## src/rtl/uart_tx_fifo_if.sv

```systemverilog
// Host-side write port of the FIFO-buffered UART transmitter.
// The host (master) queues words; the transmitter (slave) reports occupancy and status.
interface uart_tx_fifo_if #(
    parameter int unsigned DATA_BITS  = 8,
    parameter int unsigned FIFO_DEPTH = 4
);
    localparam int unsigned LW = $clog2(FIFO_DEPTH) + 1;

    logic [DATA_BITS-1:0] data_i;
    logic                 start;
    logic                 waitflg;
    logic                 full_o;
    logic [LW-1:0]        level_o;
    logic                 overflow_o;

    modport master (
        output data_i,
        output start,
        input  waitflg,
        input  full_o,
        input  level_o,
        input  overflow_o
    );

    modport slave (
        input  data_i,
        input  start,
        output waitflg,
        output full_o,
        output level_o,
        output overflow_o
    );
endinterface

```

## src/rtl/uart_tx_fifo.sv

```systemverilog
// UART transmitter fed by a small FIFO: configurable width, parity and stop bits.
// Queued words are sent back-to-back; the next word is popped at the final stop-bit edge.
module uart_tx_fifo #(
    parameter int unsigned CLKS_PER_BIT = 868,
    parameter int unsigned DATA_BITS    = 8,
    parameter int unsigned PARITY       = 0,
    parameter int unsigned STOP_BITS    = 1,
    parameter int unsigned FIFO_DEPTH   = 4
) (
    input  logic          CLK,
    input  logic          RST,
    uart_tx_fifo_if.slave host,
    output logic          signal_o
);
    localparam int unsigned CW = $clog2(CLKS_PER_BIT);
    localparam int unsigned PW = $clog2(FIFO_DEPTH);
    localparam int unsigned LW = PW + 1;
    localparam int unsigned BW = 4;
    localparam logic [CW-1:0] BAUD_LAST = CW'(CLKS_PER_BIT - 1);
    localparam logic [BW-1:0] DATA_LAST = BW'(DATA_BITS - 1);
    localparam logic [BW-1:0] STOP_LAST = BW'(STOP_BITS - 1);
    localparam logic [LW-1:0] DEPTH     = LW'(FIFO_DEPTH);

    if (CLKS_PER_BIT < 2 || DATA_BITS < 5 || DATA_BITS > 9 || PARITY > 2 ||
        STOP_BITS < 1 || STOP_BITS > 2 || FIFO_DEPTH < 2 ||
        (FIFO_DEPTH & (FIFO_DEPTH - 1)) != 0) begin : g_bad_params
        $error("uart_tx_fifo: illegal parameter combination");
    end

    typedef enum logic [2:0] {
        S_IDLE,
        S_START,
        S_DATA,
        S_PARITY,
        S_STOP
    } state_t;

    state_t               state_q, state_d;
    logic [CW-1:0]        baud_q, baud_d;
    logic [BW-1:0]        bit_q, bit_d;
    logic [DATA_BITS-1:0] shreg_q, shreg_d;
    logic                 par_q, par_d;
    logic                 line_q, line_d;
    logic [PW-1:0]        wr_ptr_q, rd_ptr_q;
    logic [LW-1:0]        count_q, count_d;
    logic                 full_q, waitflg_q, ovf_q;
    logic [DATA_BITS-1:0] mem [FIFO_DEPTH];
    logic [DATA_BITS-1:0] head_c;
    logic                 baud_end_c;
    logic                 pop_c, push_c;

    assign head_c     = mem[rd_ptr_q];
    assign baud_end_c = (baud_q == BAUD_LAST);

    // Next-state, FIFO handshake and next line level
    always_comb begin
        state_d = state_q;
        baud_d  = baud_q;
        bit_d   = bit_q;
        shreg_d = shreg_q;
        par_d   = par_q;
        pop_c   = 1'b0;
        push_c  = 1'b0;
        count_d = count_q;
        line_d  = 1'b1;

        case (state_q)
            S_IDLE: begin
                if (count_q != '0) begin
                    pop_c = 1'b1;
                end
            end
            S_START: begin
                if (baud_end_c) begin
                    state_d = S_DATA;
                    bit_d   = '0;
                end
            end
            S_DATA: begin
                if (baud_end_c) begin
                    shreg_d = shreg_q >> 1;
                    if (bit_q == DATA_LAST) begin
                        state_d = (PARITY != 0) ? S_PARITY : S_STOP;
                        bit_d   = '0;
                    end else begin
                        bit_d = bit_q + 1'b1;
                    end
                end
            end
            S_PARITY: begin
                if (baud_end_c) begin
                    state_d = S_STOP;
                    bit_d   = '0;
                end
            end
            S_STOP: begin
                if (baud_end_c) begin
                    if (bit_q == STOP_LAST) begin
                        if (count_q != '0) begin
                            pop_c = 1'b1;
                        end else begin
                            state_d = S_IDLE;
                        end
                    end else begin
                        bit_d = bit_q + 1'b1;
                    end
                end
            end
            default: state_d = S_IDLE;
        endcase

        if (state_q != S_IDLE) begin
            baud_d = baud_end_c ? '0 : baud_q + 1'b1;
        end

        // Popping always starts a fresh frame, whether from IDLE or straight out of STOP
        if (pop_c) begin
            state_d = S_START;
            baud_d  = '0;
            bit_d   = '0;
            shreg_d = head_c;
            par_d   = (PARITY == 1) ? ~(^head_c) : ^head_c;
        end

        push_c  = host.start && ((count_q != DEPTH) || pop_c);
        count_d = count_q + LW'(push_c) - LW'(pop_c);

        case (state_d)
            S_START:  line_d = 1'b0;
            S_DATA:   line_d = shreg_d[0];
            S_PARITY: line_d = par_d;
            default:  line_d = 1'b1;
        endcase
    end

    always_ff @(posedge CLK) begin
        if (RST) begin
            state_q   <= S_IDLE;
            baud_q    <= '0;
            bit_q     <= '0;
            shreg_q   <= '0;
            par_q     <= 1'b0;
            line_q    <= 1'b1;
            wr_ptr_q  <= '0;
            rd_ptr_q  <= '0;
            count_q   <= '0;
            full_q    <= 1'b0;
            waitflg_q <= 1'b0;
            ovf_q     <= 1'b0;
        end else begin
            state_q   <= state_d;
            baud_q    <= baud_d;
            bit_q     <= bit_d;
            shreg_q   <= shreg_d;
            par_q     <= par_d;
            line_q    <= line_d;
            wr_ptr_q  <= wr_ptr_q + PW'(push_c);
            rd_ptr_q  <= rd_ptr_q + PW'(pop_c);
            count_q   <= count_d;
            full_q    <= (count_d == DEPTH);
            waitflg_q <= (count_d != '0) || (state_d != S_IDLE);
            ovf_q     <= host.start && !push_c;
        end
    end

    // Storage needs no reset: occupancy and pointers define what is valid
    always_ff @(posedge CLK) begin
        if (!RST && push_c) begin
            mem[wr_ptr_q] <= host.data_i;
        end
    end

    assign signal_o        = line_q;
    assign host.waitflg    = waitflg_q;
    assign host.full_o     = full_q;
    assign host.level_o    = count_q;
    assign host.overflow_o = ovf_q;
endmodule

```

## src/flat_wrapper.sv

```systemverilog
// flat-port wrapper written by rule: the top's interface ports become plain ports
module uart_tx_fifo_flat 
#(
    parameter int unsigned CLKS_PER_BIT = 868,
    parameter int unsigned DATA_BITS    = 8,
    parameter int unsigned PARITY       = 0,
    parameter int unsigned STOP_BITS    = 1,
    parameter int unsigned FIFO_DEPTH   = 4
)
  (CLK, RST, signal_o, host_data_i, host_start, host_waitflg, host_full_o, host_level_o, host_overflow_o);
  uart_tx_fifo_if #(.DATA_BITS(DATA_BITS), .FIFO_DEPTH(FIFO_DEPTH)) host_i ();
  input  logic CLK;
  input  logic RST;
  output logic signal_o;
  input wire logic [$bits(host_i.data_i)-1:0] host_data_i;
  input wire logic [$bits(host_i.start)-1:0] host_start;
  output wire logic [$bits(host_i.waitflg)-1:0] host_waitflg;
  output wire logic [$bits(host_i.full_o)-1:0] host_full_o;
  output wire logic [$bits(host_i.level_o)-1:0] host_level_o;
  output wire logic [$bits(host_i.overflow_o)-1:0] host_overflow_o;
  assign host_i.data_i = host_data_i;
  assign host_i.start = host_start;
  assign host_waitflg = host_i.waitflg;
  assign host_full_o = host_i.full_o;
  assign host_level_o = host_i.level_o;
  assign host_overflow_o = host_i.overflow_o;
  uart_tx_fifo #(.CLKS_PER_BIT(CLKS_PER_BIT), .DATA_BITS(DATA_BITS), .PARITY(PARITY), .STOP_BITS(STOP_BITS), .FIFO_DEPTH(FIFO_DEPTH)) u_core (.CLK(CLK), .RST(RST), .host(host_i), .signal_o(signal_o));
endmodule
```

## config.mk

```make
export PLATFORM = sky130hd
export DESIGN_NAME = uart_tx_fifo_flat
export DESIGN_NICKNAME = d
export VERILOG_FILES = /design/src/rtl/uart_tx_fifo_if.sv /design/src/rtl/uart_tx_fifo.sv /design/src/flat_wrapper.sv
export SDC_FILE = /design/constraint.sdc
export NUM_CORES = 1
export LEC_CHECK = 0
export ABC_AREA = 1
export CORE_ASPECT_RATIO = 0.75
export CORE_MARGIN = 4
export CORE_UTILIZATION = 40
export DETAILED_ROUTE_END_ITERATION = 10
export GPL_TIMING_DRIVEN = 0
export PLACE_DENSITY = 0.61
export REMOVE_ABC_BUFFERS = 1
export SYNTH_ARGS = -nofsm -noshare
export SYNTH_HDL_FRONTEND = slang
export SYNTH_SLANG_ARGS = --single-unit
```

## constraint.sdc

```tcl
create_clock -name CLK -period 3 [get_ports CLK]
set_input_delay 0.3 -clock CLK [delete_from_list [all_inputs] [get_ports CLK]]
set_output_delay 0.3 -clock CLK [all_outputs]
set_load 0.1 [all_outputs]
```

==> results of run 1 <==
## worst max-delay path by stage
stage / to / slack [ns]
2_1_floorplan: u_core.host.waitflg / 0.17
3_3_place_gp: u_core.mem[2][5] / -0.17
3_5_place_dp: u_core.mem[2][5] / -0.19
4_1_cts: u_core.mem[2][0] / 0.02
5_1_grt: u_core.host.waitflg / 0.06
6_report: u_core.host.waitflg / 0.25
## cells by family after synthesis
logic type                 Yosys count  synth area share [%]
adders and majority gates            6                  2.37
DFF                                 69                  48.9
AOI/OAI and AO/OA                   32                  5.68
xor gates and xnor gates             6                  1.51
buffers and inverters               49                  5.90
and+or+nand+nor                    259                  35.6
## power by group
part / switching (uW) / total (uW) / internal (uW) / leakage (uW)
sequential: 135 / 1260 / 1130 / 0.000593
combinational: 1120 / 1600 / 486 / 0.000902
clock: 389 / 1050 / 664 / 0.000150
total: 1640 / 3920 / 2280 / 0.00165
## Yosys cell counts (2+ instances only)
cell type and n:
buf_2 2, xnor2_1 3, nand3_1 30, dfxtp_1 37, nor3_2 5, o21ai_0 6
nor3_1 12, xor2_1 3, nor3_4 2, nand4_1 4, nand2_2 4, a21oi_1 15
nand3_2 3, inv_1 34, edfxtp_1 32, nor2_4 2, or2_2 2, a31oi_1 3
inv_2 6, ha_1 5, nor2_2 6, clkbuf_1 3, nand2_4 2, nand2_1 150
nor2_1 29
## tightest hold or removal path: stages (launching register included)
cell and delay (ns):
dfxtp_1 0.31, nand2_1 0.06, a21oi_1 0.05
## flip-flops by register name, summed over array words and instances, names as in the netlist
register                count
u_core.baud_q              10
u_core.host.full_o          1
u_core.host.overflow_o      1
u_core.state_q              3
u_core.par_q                1
u_core.host.waitflg         1
u_core.host.level_o         3
u_core.rd_ptr_q             2
u_core.mem                 32
u_core.signal_o             1
u_core.wr_ptr_q             2
u_core.shreg_q              8
u_core.bit_q                4
## metrics by stage
step | power, uW | cell area [um^2]
6_report | 3920 | 4060
5_1_grt | 4220 | 4060
4_1_cts | 3940 | 4040
3_5_place_dp | 2870 | 3740
3_3_place_gp | 2840 | 3740
2_1_floorplan | 2510 | 3440
## final cells by class
type	instances	share of cell area (%)
Multi-Input combinational cell	303	39.2
Inverter	42	4.06
Clock inverter	6	1.51
Tap cell	108	3.33
Clock buffer	10	5.88
Sequential cell	69	41.9
Timing Repair Buffer	17	4.19
## layer usage
metal,share of wire [%],GRT usage (%)
met5,0,0
met3,4.1,3.62
met2,43,21.6
met4,0.56,6.43
met1,52,20.7
==> summary.md, run 1 <==
| Metric | Value |
|---|---|
| Clk sinks | `just under 70` |
| Final ANT Viol Nets | `0` |
| I/O pin count | `18` |
| DR vias | `around 2.7k` |
| Worst slack, placed | `-0.193 ns` |
| Clock buffer count from CTS | `9` |
| CTS tree | `done` |
| Cell row count | `29` |
| Tot GR Track Use | `about 15%` |
| Clk root buf | `clkbuf_16` |
| Pwr dens | `964 nW/um^2` |
| Tmin final | `between 2 and 3 ns` |
| Initial Util | `41.1%` |
| Post-CTS setup buffer count | `0` |
| Vias per std cell | `4.79` |
| Fmax | `364 MHz` |
| Min-delay worst type | `flip-flop to flip-flop` |
| Core area | `between 8000 and 9000 um^2` |
| CP endpoint kind | `flip-flop` |
| Vias in the first global route | `2403` |
| Setup TNS | `0 ns` |
| Worst vdd ir | `between 0.8 and 0.9 mV` |
| Commonest non-fill, non-tap cell in the layout | `nand2_1` |
| Layout area overhead | `16.8%` |
| Layout cell share with drive strength beyond 1 | `13.6%` |
| Worst slew pin tran | `0.975 ns` |
| Storage cell area | `1700 um^2` |
| Footprint of the multi-input gates | `1590 um^2` |
| TritonRoute pass-1 iters | `4` |
| Internal reg-to-reg setup slack | `about 0.25 ns` |
| Final cell count without fillers | `555` |
| N_diodes | `0` |
| Drt wl/cell | `12.6 um` |
| Reg-to-Reg End | `u_core.host.waitflg` |
| RSZ-0062 raised after global routing | `no` |
| DPL Wire Length | `4970 um` |
| Hold Path Cell Cnt | `2` |
| R2R depth | `15` |
| Most frequent cells in the layout | `nand2_1 (150), dfxtp_1 (37), inv_1 (34), edfxtp_1 (32), nand3_1 (30)` |
| Status | `complete, no violations` |
| Reg2Reg Launch Point | `u_core.baud_q[0]` |
| Fin nets | `459` |
| Final Worst Setup Slack | `0.251 ns` |
| Mapped cell area | `3480 um^2` |
| CTS max path bufs | `2` |
| Crit path from | `u_core.baud_q[0]` |
| Die area | `approximately 10000 um^2` |
| Worst-path clk slew | `0.06 ns` |
| First-pass GRT wire length | `11500 um` |
| Post-Route WL | `roughly 7000 um` |
| 1st-iter DRT viols | `103` |
| Util after Layout | `about 48%` |
| Seq/Total Area, Yosys | `48.9%` |
| Max-cap violations | `0` |
| Delay-heaviest family, CP | `simple AND/OR/NAND/NOR gates` |
| Die height | `88.8 um` |
| Worst clock skew | `0.00431 ns` |
| Cells after DPL | `539` |
| GRT Residual Overflow | `0` |
| Worst Hold Launch | `u_core.shreg_q[7]` |
| Crit path DAT | `2.97 ns` |
| Synthesized flop and latch total | `69` |
| EDFF count, synth | `32` |
| Critical path's slowest cell | `fa_1` |
| Gate Count Post-Synth | `421` |
| Synthesized area per cell | `8.26 um^2` |
| Worst Path Buf+Inv | `2` |
| Filler cells | `between 700 and 800` |
| Fin. Hold Viols | `0` |
| Ys async rst share | `0%` |
| Crit-path cells | `ha_1 -> nand3_1 -> nor2_4 -> nand3_2 -> nand2_4 -> nand2_8 -> inv_6 -> nand2_1 -> o21ai_0 -> ha_1 -> fa_1 -> nor3_1 -> nand4_1 -> nand2_1 -> inv_1` |
| Area contributors post-synth | `edfxtp_1 (28%), dfxtp_1 (21%), nand2_1 (16%)` |
| Latest clock arrival within the worst-skew pair | `0.33 ns` |
| Initial antenna violation count | `0` |
| Worst path depth | `15` |
| Top cell type's share of synthesized area | `27.6%` |
| Post-CTS Resized | `0` |
| WHS | `approximately 0.47 ns` |
| Library cells used by synthesis | `46` |
| Relative slew margins | `34.8%` |
| Final period utilization | `91.6%` |
| Ys Warns | `0` |
| Slew Viols, Final | `0` |
| WP data required | `3.23 ns` |
| Largest net degree at the start of global routing | `20` |
| H-tree levels | `3` |
| CTS Hold Buffers Added | `0` |
| Max incr delay on CP | `0.47 ns` |
| Leakage | `approximately 0.0016 uW` |
| RD Place Congestion | `0.791` |
| Dominant synthesized flop cell | `dfxtp_1` |
| Worst Setup Start Kind | `flip-flop` |
| DR DRC count | `0` |
| Crit Path Category | `flip-flop to flip-flop` |
| Die W | `116 um` |
| Buffers on Ports | `17` |
| Hold Path Sink | `u_core.shreg_q[7]` |
| Crit path max fanout | `9` |
| Dominant cell type by area after synthesis | `edfxtp_1` |
| Final setup viols | `0` |
(Power assumes the default switching activity.)
==> inputs of run 2 (changes only) <==
- CORE_MARGIN: 4 -> 5
==> summary.md, run 2 (synthesized netlist as in run 1, its figures left out) <==
| Metric | Value |
|---|---|
| Layout cell share with drive strength beyond 1 | `13.8%` |
| Clock buffer count from CTS | `9` |
| Relative slew margins | `between 30% and 40%` |
| DPL Wire Length | `just over 5000 um` |
| Crit path DAT | `2.91 ns` |
| Largest register FFs | `32` |
| Fmax | `373 MHz` |
| Filler cells | `798` |
| WP data required | `3.22 ns` |
| Die W | `118 um` |
| Vias in the first global route | `~2.5k` |
| Largest net degree at the start of global routing | `20` |
| Setup TNS | `0 ns` |
| Initial antenna violation count | `0` |
| RD Place Congestion | `0.792` |
| GRT Residual Overflow | `0` |
| Layout area overhead | `17.8%` |
| Largest Register | `u_core.mem` |
| RSZ-0062 raised after global routing | `no` |
| Max-cap violations | `0` |
| CP endpoint kind | `flip-flop` |
| CTS Hold Buffers Added | `0` |
| Most frequent cells in the layout | `nand2_1 (150), dfxtp_1 (37), inv_1 (34), edfxtp_1 (32)` |
| Final period utilization | `89.5%` |
| Final ANT Viol Nets | `0` |
| Top Registers | `u_core.mem: 32 flops, u_core.baud_q: 10 flops, u_core.shreg_q: 8 flops` |
| Fin nets | `460` |
| Cells after DPL | `539` |
| Die height | `90.8 um` |
| N_diodes | `0` |
| Fin. Hold Viols | `0` |
| CTS tree | `done` |
| DR vias | `2744` |
| Worst clock skew | `0.00576 ns` |
| Post-CTS setup buffer count | `0` |
| I/O pin count | `18` |
| Post-Route WL | `between 6000 and 7000 um` |
| Vias per std cell | `4.94` |
| Final setup viols | `0` |
| Crit path max fanout | `9` |
| Final cell count without fillers | `between 500 and 600` |
| Clk sinks | `69` |
| Die area | `10700 um^2` |
| Buffers on Ports | `17` |
| Leakage | `between 0.0015 and 0.002 uW` |
| Commonest non-fill, non-tap cell in the layout | `nand2_1` |
| Placed inst area | `3750 um^2` |
| Drt wl/cell | `around 13 um` |
| First-pass GRT wire length | `11700 um` |
| CTS max path bufs | `2` |
| Latest clock arrival within the worst-skew pair | `0.33 ns` |
| Worst vdd ir | `0.805 mV` |
| Core area | `8450 um^2` |
| Worst slew pin tran | `0.973 ns` |
| Final Instance Area | `between 4000 and 5000 um^2` |
| Slew Viols, Final | `0` |
| Worst-path clk slew | `0.05 ns` |
| Crit Path Category | `flip-flop to flip-flop` |
| WHS | `0.479 ns` |
| Worst Setup Start Kind | `flip-flop` |
| Cell row count | `29` |
| Min-delay worst type | `flip-flop to flip-flop` |
| DR DRC count | `0` |
| Clk root buf | `clkbuf_16` |
| Tmin final | `2.68 ns` |
| TritonRoute pass-1 iters | `4` |
| Pwr dens | `974 nW/um^2` |
| Initial Util | `about 41%` |
| 1st-iter DRT viols | `between 150 and 200` |
| H-tree levels | `3` |
| Tot GR Track Use | `13.5%` |
| Status | `complete, no violations` |
run 2: area by class of cell:
type	count	area, um^2	share of cell area, %
timing repair buffer	18	178	4.34
inverter	42	165	4.03
sequential	69	1700	41.5
multi-input combinational	303	1590	38.8
clock inverter	5	83.8	2.05
tap	108	135	3.30
clock buffer	11	243	5.92
run 2: timing repair:
action	CTS	global route
resized for setup	1	2
endpoints found under the setup margin	8	9
hold endpoints to repair	0	0
run 2: final timing paths:
path,from,slack (ns),endpoint,cells after the start
hold reg to reg,u_core.shreg_q[7],0.48,u_core.shreg_q[7],2
hold / removal,u_core.shreg_q[7],0.48,u_core.shreg_q[7],2
setup / recovery,u_core.baud_q[0],0.32,u_core.host.waitflg,15
setup reg to reg,u_core.baud_q[0],0.32,u_core.host.waitflg,15
run 2: where the power goes:
group | total [uW] | leakage (uW) | internal (uW) | switching (uW)
registers | 1260 | 0.000593 | 1130 | 135
clock network | 1130 | 0.000152 | 751 | 380
logic | 1600 | 0.000906 | 487 | 1110
total | 3990 | 0.00165 | 2370 | 1620
run 2: critical path, cell delays in order (launching register included):
cell	delay (ns)
dfxtp_1	0.37
ha_1	0.23
nand3_2	0.13
nor2_4	0.17
nand3_2	0.10
nand2_4	0.11
nand2_8	0.10
inv_6	0.11
nand2_1	0.09
o21ai_0	0.09
ha_1	0.19
fa_1	0.46
nor3_1	0.20
nand4_1	0.11
nand2_1	0.08
inv_1	0.04
run 2: stage by stage:
step | total power, uW | setup WS (ns) | util [%]
floorplan | 2510 | 0.170 | -
global placement | 2840 | -0.220 | 44.3
detailed placement | 2870 | -0.263 | 44.3
CTS | 4020 | 0.116 | 48.3
global route | 4300 | 0.0512 | 48.5
finish | 3990 | 0.316 | 48.5
run 2: metal layers:
metal  track usage [%]  vias up  part of all wire [%]
met5                 0        -                     0
met4              4.20        0                   1.5
met3              4.20       14                   5.8
met1              18.4     1255                    49
met2              20.3       56                    43
li1                  -     1419                     -
==> inputs of run 3 (changes only) <==
- MAX_ROUTING_LAYER: default -> met4
==> summary.md, run 3 (synthesized netlist as in run 1, its figures left out) <==
| Metric | Value |
|---|---|
| Setup TNS | `0 ns` |
| Crit Path Category | `flip-flop to flip-flop` |
| R2R depth | `15` |
| WP data required | `3.22 ns` |
| 1st-iter DRT viols | `151` |
| Drt wl/cell | `12.5 um` |
| Worst Hold Launch | `u_core.shreg_q[1]` |
| Worst Setup Start Kind | `flip-flop` |
| Final period utilization | `around nine tenths` |
| Vias in the first global route | `2537` |
| DR vias | `roughly 2.7k` |
| CTS tree | `done` |
| Largest register FFs | `32` |
| Delay-heaviest family, CP | `simple AND/OR/NAND/NOR gates` |
| Fin. Hold Viols | `0` |
| N_diodes | `0` |
| Clk root buf | `clkbuf_16` |
| Layout area overhead | `17.8%` |
| DR DRC count | `0` |
| Min-delay worst type | `flip-flop to flip-flop` |
| Reg-to-Reg End | `u_core.host.waitflg` |
| TritonRoute pass-1 iters | `4` |
| Vias per std cell | `4.92` |
| Worst Path Buf+Inv | `2` |
| Hold Path Cell Cnt | `2` |
| GRT Residual Overflow | `0` |
| Final Instance Area | `4100 um^2` |
| RSZ-0062 raised after global routing | `no` |
| Post-CTS setup buffer count | `0` |
| Worst clock skew | `0.00777 ns` |
| CTS Hold Buffers Added | `0` |
| Crit path DAT | `slightly below 3 ns` |
| First-pass GRT wire length | `11700 um` |
| Crit path max fanout | `9` |
| Crit path from | `u_core.baud_q[0]` |
| Largest net degree at the start of global routing | `20` |
| Top Registers | `u_core.mem: 32 flops, u_core.baud_q: 10 flops, u_core.shreg_q: 8 flops` |
| Max incr delay on CP | `0.46 ns` |
| Worst slew pin tran | `0.979 ns` |
| Internal reg-to-reg setup slack | `between 0.3 and 0.4 ns` |
| Leakage | `around 0.0017 uW` |
| Initial Util | `41.1%` |
| Tmin final | `2.68 ns` |
| Post-Route WL | `6930 um` |
| Clk sinks | `69` |
| Layout cell share with drive strength beyond 1 | `13.8%` |
| RD Place Congestion | `between 0.8 and 0.9` |
| Max-cap violations | `0` |
| Largest Register | `u_core.mem` |
| H-tree levels | `3` |
| WHS | `0.478 ns` |
| Buffers on Ports | `17` |
| DPL Wire Length | `5070 um` |
| Fin nets | `460` |
| Worst-path clk slew | `0.05 ns` |
| Initial antenna violation count | `0` |
| Pwr dens | `972 nW/um^2` |
| Final ANT Viol Nets | `0` |
| Placed inst area | `about 3700 um^2` |
| Slew Viols, Final | `0` |
| Relative slew margins | `34.5%` |
| CP endpoint kind | `flip-flop` |
| Worst vdd ir | `0.806 mV` |
| Cell row count | `29` |
| Most frequent cells in the layout | `nand2_1 (150), dfxtp_1 (37), inv_1 (34), edfxtp_1 (32)` |
| Status | `complete, no violations` |
| Core area | `approximately 8500 um^2` |
| Commonest non-fill, non-tap cell in the layout | `nand2_1` |
| CTS max path bufs | `2` |
| Die W | `118 um` |
| Die area | `10700 um^2` |
| Tot GR Track Use | `13.8%` |
| Clock buffer count from CTS | `9` |
| Latest clock arrival within the worst-skew pair | `0.33 ns` |
| Worst slack, placed | `-0.263 ns` |
| Die height | `90.8 um` |
| Crit-path cells | `ha_1 -> nand3_2 -> nor2_4 -> nand3_2 -> nand2_4 -> nand2_8 -> inv_6 -> nand2_1 -> o21ai_0 -> ha_1 -> fa_1 -> nor3_1 -> nand4_1 -> nand2_1 -> inv_1` |
| Critical path's slowest cell | `fa_1` |
| Fmax | `approximately 370 MHz` |
| Reg2Reg Launch Point | `u_core.baud_q[0]` |
| Final setup viols | `0` |
| Hold Path Sink | `u_core.shreg_q[1]` |
| I/O pin count | `18` |
| Final Worst Setup Slack | `0.315 ns` |
## run 3: cell counts in the layout (fill, tap and decap cells not counted)
No cell type changed its count.
## run 3: timing repair
action,in CTS,in global routing
cloned,0,0
gates resized for setup,1,2
setup endpoints to repair,8,9
pin swaps,0,0
## run 3: power by group
part	total, uW	switching (uW)	internal, uW
clock network	1130	375	751
registers	1260	137	1130
logic	1590	1110	487
total	3980	1620	2370
## run 3: cell type report
type | instances | area [um^2]
fill | 798 | 4360
timing repair buffer | 18 | 178
clock inverter | 5 | 83.8
clock buffer | 11 | 243
sequential | 69 | 1700
multi-input combinational | 303 | 1590
tap | 108 | 135
inverter | 42 | 165
## run 3: per-layer routing
layer / routed length, um / global-route usage [%] / up-vias
met5: 0 / - / -
met3: 282 / 3.76 / 7
met2: 3070 / 20.4 / 47
li1: - / - / 1418
met4: 68 / 4.20 / 0
met1: 3510 / 18.6 / 1261
## run 3: worst register-to-register path, stage by stage (launching register included)
cell     delay (ns)
dfxtp_1        0.37
ha_1           0.23
nand3_2        0.13
nor2_4         0.17
nand3_2        0.10
nand2_4        0.11
nand2_8        0.10
inv_6          0.11
nand2_1        0.09
o21ai_0        0.09
ha_1           0.19
fa_1           0.46
nor3_1         0.20
nand4_1        0.11
nand2_1        0.08
inv_1          0.04
## run 3: worst max path at each step
stage	slack, ns	to	depth (start not counted)
after global placement	-0.22	u_core.mem[3][6]	4
after global routing	0.05	u_core.host.waitflg	15
after CTS	0.12	u_core.mem[1][4]	9
final	0.32	u_core.host.waitflg	15
after floorplan	0.17	u_core.host.waitflg	12
after detailed placement	-0.26	u_core.mem[2][6]	4
## run 3: through the flow
stage                     utilization (%)  total power [uW]  instances
after global placement               44.3              2840        539
after global routing                 48.5              4300        556
after detailed placement             44.3              2870        539
after CTS                            48.3              4020        555
after floorplan                         -              2510        414
final                                48.5              3980        556
